<file path="src/rtl/pwm_cap_pkg.sv">
// Shared constants for the three-phase PWM duty-cycle capture unit.
// Optional shoot-through checking is enabled with PWM_CAP_SHOOT_CHECK_EN.
package pwm_cap_pkg;
   localparam int CNT_W_DEF     = 16;
   localparam int FAULT_CYC_DEF = 4;
   localparam int SYNC_STAGES   = 2;

   localparam int PH_A = 0;
   localparam int PH_B = 1;
   localparam int PH_C = 2;
endpackage

</file>
<file path="src/rtl/pwm_capture_ch.sv">
// One capture channel: synchronizer, rise detect, period/high counters, arm/stuck.
// Shoot-through counter on the complementary leg exists only with PWM_CAP_SHOOT_CHECK_EN.
module pwm_capture_ch
   import pwm_cap_pkg::*;
#(
   parameter int CNT_W     = CNT_W_DEF,
   parameter int FAULT_CYC = FAULT_CYC_DEF
) (
   input  logic             i_clk,
   input  logic             i_rst,
   input  logic             i_pwm,
`ifdef PWM_CAP_SHOOT_CHECK_EN
   input  logic             i_pwm_n,
`endif
   output logic [CNT_W-1:0] o_period,
   output logic [CNT_W-1:0] o_high,
   output logic             o_valid,
   output logic             o_stuck,
   output logic             o_fault
);

   localparam logic [CNT_W-1:0] CNT_MAX = {CNT_W{1'b1}};
   localparam logic [CNT_W-1:0] CNT_PRE = {{(CNT_W-1){1'b1}}, 1'b0};

   logic [SYNC_STAGES-1:0] r_sync;
   logic                   r_sd;
   logic                   r_rise;
   logic                   r_lvl;
   logic                   r_armed;
   logic [CNT_W-1:0]       r_pcnt;
   logic [CNT_W-1:0]       r_hcnt;
   logic                   w_s2;

   assign w_s2 = r_sync[SYNC_STAGES-1];

   // Rise and level are registered once more so results land 3 clks after the input edge.
   always_ff @(posedge i_clk or posedge i_rst) begin
      if (i_rst) begin
         r_sync   <= '0;
         r_sd     <= 1'b0;
         r_rise   <= 1'b0;
         r_lvl    <= 1'b0;
         r_armed  <= 1'b0;
         r_pcnt   <= '0;
         r_hcnt   <= '0;
         o_period <= '0;
         o_high   <= '0;
         o_valid  <= 1'b0;
         o_stuck  <= 1'b0;
      end else begin
         r_sync  <= {r_sync[SYNC_STAGES-2:0], i_pwm};
         r_sd    <= w_s2;
         r_rise  <= w_s2 & ~r_sd;
         r_lvl   <= w_s2;
         o_valid <= 1'b0;
         if (r_rise) begin
            if (r_armed && !o_stuck) begin
               o_period <= r_pcnt;
               o_high   <= r_hcnt;
               o_valid  <= 1'b1;
            end
            r_pcnt  <= CNT_W'(1);
            r_hcnt  <= CNT_W'(1);
            r_armed <= 1'b1;
            o_stuck <= 1'b0;
         end else begin
            if (r_pcnt != CNT_MAX)
               r_pcnt <= r_pcnt + CNT_W'(1);
            if (r_lvl && (r_hcnt != CNT_MAX))
               r_hcnt <= r_hcnt + CNT_W'(1);
            // A period that hits the counter ceiling is truncated; never report it.
            if (r_pcnt == CNT_PRE) begin
               o_stuck <= 1'b1;
               r_armed <= 1'b0;
            end
         end
      end
   end

`ifdef PWM_CAP_SHOOT_CHECK_EN
   localparam int FW = $clog2(FAULT_CYC + 1);

   logic [SYNC_STAGES-1:0] r_sync_n;
   logic [FW-1:0]          r_ovl;
   logic                   w_s2n;

   assign w_s2n = r_sync_n[SYNC_STAGES-1];

   always_ff @(posedge i_clk or posedge i_rst) begin
      if (i_rst) begin
         r_sync_n <= '0;
         r_ovl    <= '0;
         o_fault  <= 1'b0;
      end else begin
         r_sync_n <= {r_sync_n[SYNC_STAGES-2:0], i_pwm_n};
         if (w_s2 && w_s2n) begin
            if (r_ovl != FW'(FAULT_CYC))
               r_ovl <= r_ovl + FW'(1);
            if (r_ovl == FW'(FAULT_CYC - 1))
               o_fault <= 1'b1;
         end else begin
            r_ovl <= '0;
         end
      end
   end
`else
   // Fault checking compiled out; the term keeps FAULT_CYC referenced.
   assign o_fault = 1'b0 & (FAULT_CYC == 0);
`endif

endmodule

</file>
<file path="src/rtl/pwm_duty_capture.sv">
// Three-phase PWM duty-cycle capture: three independent pwm_capture_ch channels.
// Define PWM_CAP_SHOOT_CHECK_EN to add the complementary inputs and shoot-through faults.
module pwm_duty_capture
   import pwm_cap_pkg::*;
#(
   parameter int CNT_W     = CNT_W_DEF,
   parameter int FAULT_CYC = FAULT_CYC_DEF
) (
   input  logic             clk,
   input  logic             rst,
   input  logic             pwm_a,
   input  logic             pwm_b,
   input  logic             pwm_c,
`ifdef PWM_CAP_SHOOT_CHECK_EN
   input  logic             pwm_an,
   input  logic             pwm_bn,
   input  logic             pwm_cn,
`endif
   output logic [CNT_W-1:0] period_a,
   output logic [CNT_W-1:0] period_b,
   output logic [CNT_W-1:0] period_c,
   output logic [CNT_W-1:0] high_a,
   output logic [CNT_W-1:0] high_b,
   output logic [CNT_W-1:0] high_c,
   output logic [2:0]       valid,
   output logic [2:0]       stuck,
   output logic [2:0]       fault
);

   logic [2:0]       w_pwm;
   logic [CNT_W-1:0] w_period [3];
   logic [CNT_W-1:0] w_high   [3];
   logic [2:0]       w_valid;
   logic [2:0]       w_stuck;
   logic [2:0]       w_fault;

   assign w_pwm = {pwm_c, pwm_b, pwm_a};

`ifdef PWM_CAP_SHOOT_CHECK_EN
   logic [2:0] w_pwm_n;
   assign w_pwm_n = {pwm_cn, pwm_bn, pwm_an};
`endif

   for (genvar g = 0; g < 3; g++) begin : g_ch
      pwm_capture_ch #(
         .CNT_W     (CNT_W),
         .FAULT_CYC (FAULT_CYC)
      ) u_ch (
         .i_clk    (clk),
         .i_rst    (rst),
         .i_pwm    (w_pwm[g]),
`ifdef PWM_CAP_SHOOT_CHECK_EN
         .i_pwm_n  (w_pwm_n[g]),
`endif
         .o_period (w_period[g]),
         .o_high   (w_high[g]),
         .o_valid  (w_valid[g]),
         .o_stuck  (w_stuck[g]),
         .o_fault  (w_fault[g])
      );
   end

   assign period_a = w_period[PH_A];
   assign period_b = w_period[PH_B];
   assign period_c = w_period[PH_C];
   assign high_a   = w_high[PH_A];
   assign high_b   = w_high[PH_B];
   assign high_c   = w_high[PH_C];
   assign valid    = w_valid;
   assign stuck    = w_stuck;
   assign fault    = w_fault;

endmodule

</file>
<file path="config.mk">
export PLATFORM = sky130hd
export DESIGN_NAME = pwm_duty_capture
export DESIGN_NICKNAME = d
export VERILOG_FILES = /design/src/rtl/pwm_cap_pkg.sv /design/src/rtl/pwm_capture_ch.sv /design/src/rtl/pwm_duty_capture.sv
export SDC_FILE = /design/constraint.sdc
export NUM_CORES = 1
export LEC_CHECK = 0
export CAP_MARGIN = 20
export CORE_ASPECT_RATIO = 0.9
export CORE_MARGIN = 2
export CORE_UTILIZATION = 25
export DETAILED_ROUTE_END_ITERATION = 7
export GPL_TIMING_DRIVEN = 0
export PLACE_DENSITY = 0.41
export SETUP_SLACK_MARGIN = 0.15
export SYNTH_ARGS = -nofsm -noshare
export SYNTH_HDL_FRONTEND = slang
export SYNTH_SLANG_ARGS = --single-unit
</file>
<file path="constraint.sdc">
create_clock -name clk -period 9.15 [get_ports clk]
set_input_delay 1.83 -clock clk [delete_from_list [all_inputs] [get_ports clk]]
set_output_delay 1.83 -clock clk [all_outputs]
set_load 0.005 [all_outputs]
</file>
==> qor.yml <==
power_and_ir_drop:
  cellPowerDensity_nw_per_um2: 207
  irDropWorstVdd_v: 0.000121
  power_leakage_nw: 5.16
placement:
  dpl_cell_area_um2: 11300
  hpwl_um: 16600
  place_congestion: 0.799
  place_ws_ns: 5.68
  dp.cells: 1445
  io_buffer_count: 106
die:
  start_util_pct: 25.5
  rows: 67
  die_width_um: 210
  io_pins: 110
  die_area_um2: 39700
  core_area_um2: 37400
  die_y_um: 189
clock_network:
  cts_buffer_depth: 3
  cts_root_buf: "clkbuf_16"
  cts.clk_slew.worst_paths_ns: 0.06
  cts_max_level: 1
  clkLatencyLatePin_ns: 0.55
  cts_tree: "built"
  cts_sinks: 213
  cts_setup_buffers: 0
  cts_hold_buf: 0
  postCtsResizedCells: 0
  cts_made_buffers: 27
sta:
  timing.final.crit_share_pct: 36.4
  setup_viol: 0
  fmax_mhz: 300
  hold_violations: 0
  final_max_slew_viol_count: 0
  fin_crit_ns: 3.33
  slew_headroom_pct: 40.7
  worst_slack_ns: 5.82
  tightestPinTransition_ns: 0.882
  grt_setup_unrepaired: "no"
  finalClockSkew_ns: 0.0173
global_routing:
  antenna_found_initial: 0
  grt_first_pass_wirelength_um: 40400
  overflow: 0
  grt_max_degree: 108
  grt.total_usage_pct: 12.6
  grt_pass1_vias: 7145
detailed_routing:
  drc: 0
  ant_nets: 0
  first_iter_violations: 284
  vias: 7038
  wl_per_cell_um: 16.3
  first_pass_iters: 4
  viasPerCell: 4.72
  routed_wl_um: 24300
final_layout:
  design_area_um2: 12200
  final_cells: 1492
  final_core_util_pct: 32.5
  post_route_cells_drive_above_1_share_pct: 16.0
  num_antenna_cells: 0
  multi_input_area_um2: 3890
  seq_area_um2: 5330
  areaGrowthSynthToFinish_pct: 27.6
  nFillCells: 3839
  nets: 1005
critical_path:
  worstSetupPathType: "reg -> out"
  crit_start: "g_ch[0].u_ch.o_stuck"
  start_kind: "flop"
  worstReg2RegEnd: "g_ch[0].u_ch.r_hcnt[1]"
  path_cells: "buf_4 > clkdlybuf4s50_1"
  r2r-start: "g_ch[0].u_ch.r_hcnt[0]"
  worstPathArrival_ns: 1.50
  cp_slowest_cell: "clkdlybuf4s50_1"
  rrSetupSlack_ns: 6.86
  reg2reg_depth: 6
  crit_required_ns: 7.32
  slowest_delay_ns: 0.48
  critPathCaptureType: "output port"
  cp_max_fo: 2
synthesis:
  syn_avg_cell_area_um2: 11.2
  synthTopCellsByArea: "dfrtp_1 (56%), mux2_2 (11%), a21oi_1 (2.8%)"
  synthTopCellsByCount: "dfrtp_1 (213), mux2_2 (92), nand2_1 (55)"
  ys.flop_type: "dfrtp_1"
  synthArstFlopShare_pct: 100
  syn_inst: 851
  synth_most_common_cell: "dfrtp_1"
  synth_edf_count: 0
  synth_area_um2: 9530
  ys_warn_count: 0
  ys_ff_latch: 213
  synth_top_area_share_pct: 55.9
  yosys.area.top_type: "dfrtp_1"
  ys_types: 56
  ys_seq_area_share_pct: 55.9
outcome:
  outcome: "finished clean"
hold_path:
  min_from: "g_ch[1].u_ch.r_sync[0]"
  hp-class: "reg -> reg"
  whs_path_depth: 0
  holdPathEnd: "g_ch[1].u_ch.r_sync[1]"
job:
  cap_violations: 0
[cell type report]
class / count / area share, %
multi-input combinational: 568 / 32.0
buffer: 43 / 1.71
sequential: 213 / 43.8
clock inverter: 12 / 1.19
tap: 483 / 4.97
timing repair buffer: 109 / 9.22
clock buffer: 35 / 6.13
inverter: 29 / 0.957
[routing by layer]
metal  routed length (um)  track usage, %
met1                12100            18.1
met4                  545            3.14
met3                 1150            2.87
met5                    0               0
met2                10400            19.1
[worst max-delay path: cells and delay by family (launching register included)]
family	cells	cell delay [ns]
buffers and inverters	2	0.59
DFF	1	0.36
[how the worst max path moves through the flow]
stage | to | slack (ns) | depth (start not counted)
floorplan | g_ch[0].u_ch.o_high[0] | 1.50 | 1
global placement | g_ch[0].u_ch.o_period[6] | -2.15 | 2
detailed placement | g_ch[0].u_ch.o_period[8] | 5.68 | 4
CTS | high_a[2] | 5.76 | 1
global route | stuck[1] | 5.73 | 2
finish | stuck[0] | 5.82 | 2
[kinds of logic (layout without fill, tap and decap cells)]
family,after synthesis,count (layout),synth area share (%)
xor gates and xnor gates,9,9,0.827
buffers and inverters,72,228,3.32
other,1,3,0.0394
DFF,213,213,55.9
AOI/OAI and AO/OA,164,164,10.7
and+or+nand+nor,284,284,16.4
muxes,99,99,11.6
adders and majority gates,9,9,1.18
[through the flow]
step / TNS [ns] / hold slack [ns] / power, mW
5_1_grt: 0 / 0.351 / 2.66
2_1_floorplan: 0 / 0.331 / 1.29
4_1_cts: 0 / 0.352 / 2.58
6_report: 0 / 0.348 / 2.52
3_5_place_dp: 0 / 0.339 / 1.46
3_3_place_gp: -452.02 / 0.336 / 1.46
[state kept, by name, summed over array words and instances (netlist names)]
register / count
g_ch.u_ch.r_armed: 3
g_ch.u_ch.r_rise: 3
g_ch.u_ch.r_sync: 6
g_ch.u_ch.r_pcnt: 48
g_ch.u_ch.o_valid: 3
g_ch.u_ch.o_high: 48
g_ch.u_ch.r_sd: 3
g_ch.u_ch.o_stuck: 3
g_ch.u_ch.r_hcnt: 48
g_ch.u_ch.o_period: 48
[cells in the final DEF, fill, tap and decap left out, types with 18 or more instances in the layout]
cell type / synthesis / layout
a21oi_1: 54 / 54
clkbuf_1: 27 / 31
clkbuf_16: 0 / 27
clkdlybuf4s50_1: 0 / 106
dfrtp_1: 213 / 213
inv_1: 29 / 28
mux2_2: 92 / 92
nand2_1: 55 / 55
nand3_1: 27 / 27
nand4_1: 33 / 33
nor2_1: 43 / 43
nor3_1: 18 / 18
o21ai_0: 40 / 40
or3_1: 23 / 23
[power breakdown]
group	leakage, nW	total (mW)	switching (mW)	internal, mW
clock network	0.441	1.08	0.426	0.655
logic	1.85	0.313	0.142	0.172
registers	2.86	1.12	0.0909	1.03
Note: power is estimated with default switching activity, not from simulation.
